<file path="src/rtl/pipe_hazard_ctrl.sv">
// Stall/flush controller for the 5-stage pipeline: load-use, taken branch, multi-cycle EX, memory freeze.
// Optional macro HAZARD_PERF_EN adds saturating stall/flush performance counters.
module pipe_hazard_ctrl #(
  parameter int MUL_LAT = 4,
  parameter int CNT_W   = 3
) (
  input  logic       clk_i,
  input  logic       rst_n,
  input  logic [4:0] id_rs_i,
  input  logic [4:0] id_rt_i,
  input  logic       id_uses_rt_i,
  input  logic       ex_memread_i,
  input  logic [4:0] ex_rt_i,
  input  logic       ex_mul_start_i,
  input  logic       branch_taken_i,
  input  logic       mem_stall_i,
  output logic       pc_write_o,
  output logic       ifid_write_o,
  output logic       ifid_flush_o,
  output logic       idex_write_o,
  output logic       idex_flush_o,
  output logic       exmem_write_o,
  output logic       exmem_flush_o,
  output logic       memwb_write_o,
  output logic       mul_busy_o
`ifdef HAZARD_PERF_EN
  ,
  output logic [31:0] stall_cnt_o,
  output logic [15:0] flush_cnt_o
`endif
);

  typedef enum logic {RUN, MUL_WAIT} state_t;

  localparam bit              MUL_EN     = (MUL_LAT >= 2);
  localparam int              CNT_INIT_I = MUL_EN ? (MUL_LAT - 2) : 0;
  localparam logic [CNT_W-1:0] CNT_INIT  = CNT_W'(CNT_INIT_I);

  state_t           state_q, state_d;
  logic [CNT_W-1:0] cnt_q, cnt_d;
  logic             load_use;
  logic             branch_act;

  assign load_use = ex_memread_i && (ex_rt_i != 5'd0) &&
                    ((ex_rt_i == id_rs_i) || (id_uses_rt_i && (ex_rt_i == id_rt_i)));

  assign mul_busy_o = (state_q == MUL_WAIT);

  always_comb begin
    state_d       = state_q;
    cnt_d         = cnt_q;
    branch_act    = 1'b0;
    pc_write_o    = 1'b1;
    ifid_write_o  = 1'b1;
    ifid_flush_o  = 1'b0;
    idex_write_o  = 1'b1;
    idex_flush_o  = 1'b0;
    exmem_write_o = 1'b1;
    exmem_flush_o = 1'b0;
    memwb_write_o = 1'b1;
    if (mem_stall_i) begin
      pc_write_o    = 1'b0;
      ifid_write_o  = 1'b0;
      idex_write_o  = 1'b0;
      exmem_write_o = 1'b0;
      memwb_write_o = 1'b0;
    end else if (state_q == RUN) begin
      if (branch_taken_i) begin
        branch_act   = 1'b1;
        ifid_write_o = 1'b0;
        ifid_flush_o = 1'b1;
        idex_write_o = 1'b0;
        idex_flush_o = 1'b1;
      end else if (MUL_EN && ex_mul_start_i) begin
        // EX keeps the op; a bubble goes into MEM while MEM/WB keeps draining
        pc_write_o    = 1'b0;
        ifid_write_o  = 1'b0;
        idex_write_o  = 1'b0;
        exmem_write_o = 1'b0;
        exmem_flush_o = 1'b1;
        state_d       = MUL_WAIT;
        cnt_d         = CNT_INIT;
      end else if (load_use) begin
        pc_write_o   = 1'b0;
        ifid_write_o = 1'b0;
        idex_write_o = 1'b0;
        idex_flush_o = 1'b1;
      end
    end else begin
      if (cnt_q != '0) begin
        pc_write_o    = 1'b0;
        ifid_write_o  = 1'b0;
        idex_write_o  = 1'b0;
        exmem_write_o = 1'b0;
        exmem_flush_o = 1'b1;
        cnt_d         = cnt_q - 1'b1;
      end else begin
        state_d = RUN;
      end
    end
  end

  always_ff @(posedge clk_i or negedge rst_n) begin
    if (!rst_n) begin
      state_q <= RUN;
      cnt_q   <= '0;
    end else begin
      state_q <= state_d;
      cnt_q   <= cnt_d;
    end
  end

`ifdef HAZARD_PERF_EN
  function automatic logic [31:0] sat_inc32(input logic [31:0] v);
    return (v == 32'hFFFF_FFFF) ? v : v + 32'd1;
  endfunction

  function automatic logic [15:0] sat_inc16(input logic [15:0] v);
    return (v == 16'hFFFF) ? v : v + 16'd1;
  endfunction

  logic [31:0] stall_cnt_q;
  logic [15:0] flush_cnt_q;

  always_ff @(posedge clk_i or negedge rst_n) begin
    if (!rst_n) begin
      stall_cnt_q <= '0;
      flush_cnt_q <= '0;
    end else begin
      if (!pc_write_o && !mem_stall_i) stall_cnt_q <= sat_inc32(stall_cnt_q);
      if (branch_act)                  flush_cnt_q <= sat_inc16(flush_cnt_q);
    end
  end

  assign stall_cnt_o = stall_cnt_q;
  assign flush_cnt_o = flush_cnt_q;
`endif

endmodule
</file>
<file path="config.mk">
export PLATFORM = sky130hd
export DESIGN_NAME = pipe_hazard_ctrl
export DESIGN_NICKNAME = d
export VERILOG_FILES = /design/src/rtl/pipe_hazard_ctrl.sv
export SDC_FILE = /design/constraint.sdc
export NUM_CORES = 1
export LEC_CHECK = 0
export ABC_CLOCK_PERIOD_IN_PS = 3700
export CORE_AREA = 4 4 41 43
export CTS_BUF_LIST = sky130_fd_sc_hd__clkbuf_4 sky130_fd_sc_hd__clkbuf_8
export DETAILED_ROUTE_END_ITERATION = 12
export DIE_AREA = 0 0 45 47
export GPL_ROUTABILITY_DRIVEN = 1
export MAX_ROUTING_LAYER = met4
export PLACE_DENSITY = 0.8
export SYNTH_ARGS = -nofsm -noshare
export SYNTH_HDL_FRONTEND = slang
export SYNTH_SLANG_ARGS = --single-unit
export TNS_END_PERCENT = 30
</file>
<file path="constraint.sdc">
create_clock -name clk_i -period 3.7 [get_ports clk_i]
set_input_delay 0.925 -clock clk_i [delete_from_list [all_inputs] [get_ports clk_i]]
set_output_delay 0.925 -clock clk_i [all_outputs]
set_load 0.1 [all_outputs]
</file>
==> out/qor.csv, run 1 <==
metric,value,unit
outcome,completed,
pwr_density_cell,730.0,nW/µm²
mostFrequentLayoutCell,clkdlybuf4s50_1,
pwr-share-clk,0.092,
boundaryPins,31,
cts_max_level,1,
ys_ff_latch,4,
die_area,2115,µm²
power.leakage,0.0003402,µW
synthTopCellsByArea,"dfrtp_1 25%, xnor2_1 22%, ha_1 6.3%",
drv_slew,0,
cp_top_family,buffers and inverters,
postCtsSetupBuffers,0,
ant_nets,0,
holdWs,0.5380,ns
setup_violations,0,
multi_input_area,272.8,µm²
grt_max_degree,9,
area_delta_synth_final,102.8,%
fill_cells,113,
track_usage,0.1234,
synthCells,50,
cp_max_fo,3,
p_int,259.3,µW
grt_antenna_before_repair,0,
first_global_vias,439,
drcViolationCount,0,
grt_first_pass_wirelength,1794,µm
timing.setup.critical_path_class,in2out,
clockRootBuffer,clkbuf_4,
dr.pass1.iters,4,
ff_latch_area,100.1,µm²
critical_path_buf_inv_count,2,
power_frac_comb,0.774,
drive_above_1_share,0.1687,
critical_path_arrival,2.65,ns
wl,1142,µm
place_area,787.0,µm²
die_w,45,µm
rows,13,
slowest_stage,or4_1,
irDropWorstVdd,0.0005306,V
clock_latency,0.24,ns
maxCapViolCount,0,
synth.top_cell.area_share,0.2508,
fin_crit_sh,0.9661,
yosysTopAreaCell,dfrtp_1,
yosys_warnings,0,
n_antenna_cell,0,
start_util,0.3067,
start_kind,input port,
synth.avg_cell_area,7.983,µm²
routed_via_density,4.878,
hpwl,1046,µm
swShare,0.5613,
finalInstanceArea,809.5,µm²
gp_congestion,0.7955,
p_sw,331.7,µW
clock_sinks,4,
crit_chain,clkdlybuf4s50_1 > or4_1 > o21a_1 > a31oi_1 > buf_12,
tns,0,ns
max_freq,0.2798,GHz
worst-endpoint-required,2.77,ns
synth_fp_nets,74,
ctsResizeCount,0,
rsz0062_at_grt,no,
max_slew_margin,0.7462,
grt_overflow,0,
vias,478,
fin_crit,3.575,ns
clockBufferDepth,2,
cp_slowest_stage_delay,0.54,ns
drt_iter0_drc,4,
die_y,47,µm
netlist_area,399.1,µm²
skew,0.004055,ns
fin_nets,109,
cts_buffers,3,
power_frac_seq,0.135,
hp-class,reg2reg,
clk_pin_slew,0.04,ns
hold_viol,0,
core,1301,µm²
final_cell_mix,"21 x clkdlybuf4s50_1, 10 x xnor2_1, 7 x buf_12",
portBuffers,30,
worstMarginPinSlew,0.3793,ns
wl_per_cell,11.65,µm
cts_tree,built,
synth_cell_types,22,
cp-end-kind,output pin,
yosysSeqAreaShare,0.2508,
ctsHoldBuffers,0,
cell type report:
type / instances / share of cell area
Clock buffer: 3 / 0.02782
Inverter: 6 / 0.02782
Multi-Input combinational cell: 39 / 0.3369
Sequential cell: 4 / 0.1236
Tap cell: 15 / 0.02318
Timing Repair Buffer: 31 / 0.4606
power by group through the flow:
stage	Combinational (µW)	Clock, µW	Sequential [µW]
2_1_floorplan	266	0	118
3_3_place_gp	456	0	79.3
3_5_place_dp	459	0	80.7
4_1_cts	461	56.0	80.1
5_1_grt	482	64.0	83.1
6_report	457	54.2	79.5
worst min-delay path, delay by kind of cell, from the launching register on:
kind | cells | cell delay [ns]
flops | 1 | 0.31
compound gates | 1 | 0.12
buf+inv | 1 | 0.06
metrics by stage:
step | cells | util | setup WS [ns] | total power [µW]
4_1_cts | 98 | 0.6221 | 0.1072 | 596.6
2_1_floorplan | 50 | - | -0.5295 | 383.8
3_3_place_gp | 95 | 0.6048 | 0.1224 | 534.9
3_5_place_dp | 95 | 0.6048 | 0.1269 | 540.1
6_report | 98 | 0.6221 | 0.1254 | 590.9
5_1_grt | 98 | 0.6221 | 0.04397 | 628.7
synthesized netlist by cell type:
| cell | number |
|---|---|
| nor2b_1 | 1 |
| or4_1 | 2 |
| o22ai_1 | 1 |
| ha_1 | 2 |
| xnor2_1 | 10 |
| nand4_1 | 2 |
| dfrtp_1 | 4 |
| o21a_1 | 2 |
| nor2_1 | 2 |
| o21ai_0 | 1 |
| a31oi_1 | 2 |
| inv_1 | 6 |
| and3_1 | 1 |
| buf_4 | 1 |
| nand3_1 | 2 |
| a31o_1 | 1 |
| nand2_1 | 3 |
| or2b_1 | 1 |
| o21ai_1 | 2 |
| o21bai_1 | 1 |
| a21oi_1 | 2 |
| nor3_1 | 1 |
metal layers:
| metal | GRT usage | up-vias | part of all wire |
|---|---|---|---|
| met1 | 0.1438 | 218 | 0.41 |
| met2 | 0.1949 | 15 | 0.51 |
| met3 | 0.04981 | 0 | 0.085 |
| met4 | 0.03509 | 0 | 0 |
| li1 | - | 245 | - |
| met5 | - | - | 0 |
registers in the layout (all words and copies together) (netlist names):
name / cells
cnt_q: 3
mul_busy_o: 1
path summary, 6_finish.rpt:
path,from,endpoint,slack (ns),depth (start not counted)
max,ex_rt_i[1],pc_write_o,0.13,5
max in group asynchronous,rst_n,mul_busy_o,2.63,1
min reg2reg,cnt_q[0],cnt_q[0],0.54,2
min in group asynchronous,rst_n,cnt_q[0],0.89,1
max reg2reg,cnt_q[0],cnt_q[1],2.09,7
min,cnt_q[0],cnt_q[0],0.54,2
logic make-up after synthesis:
logic type	synth area share
AO/OA/AOI/OAI	0.1881
XOR/XNOR	0.2194
adder cells (fa/ha/maj)	0.06269
buffers and inverters	0.07524
flip-flops	0.2508
AND/OR/NAND/NOR	0.2038
No activity file was read; power rests on OpenSTA's default activity.
==> run 2, diff against run 1 <==
--- a/config.mk
+++ b/config.mk
@@ -8,6 +8,7 @@
 export ABC_CLOCK_PERIOD_IN_PS = 3700
 export CORE_AREA = 4 4 41 43
 export CTS_BUF_LIST = sky130_fd_sc_hd__clkbuf_4 sky130_fd_sc_hd__clkbuf_8
+export CTS_CLUSTER_SIZE = 28
 export DETAILED_ROUTE_END_ITERATION = 12
 export DIE_AREA = 0 0 45 47
 export GPL_ROUTABILITY_DRIVEN = 1
==> results of run 2 <==
Final layout, timing and power as in run 1 (identical DEF).
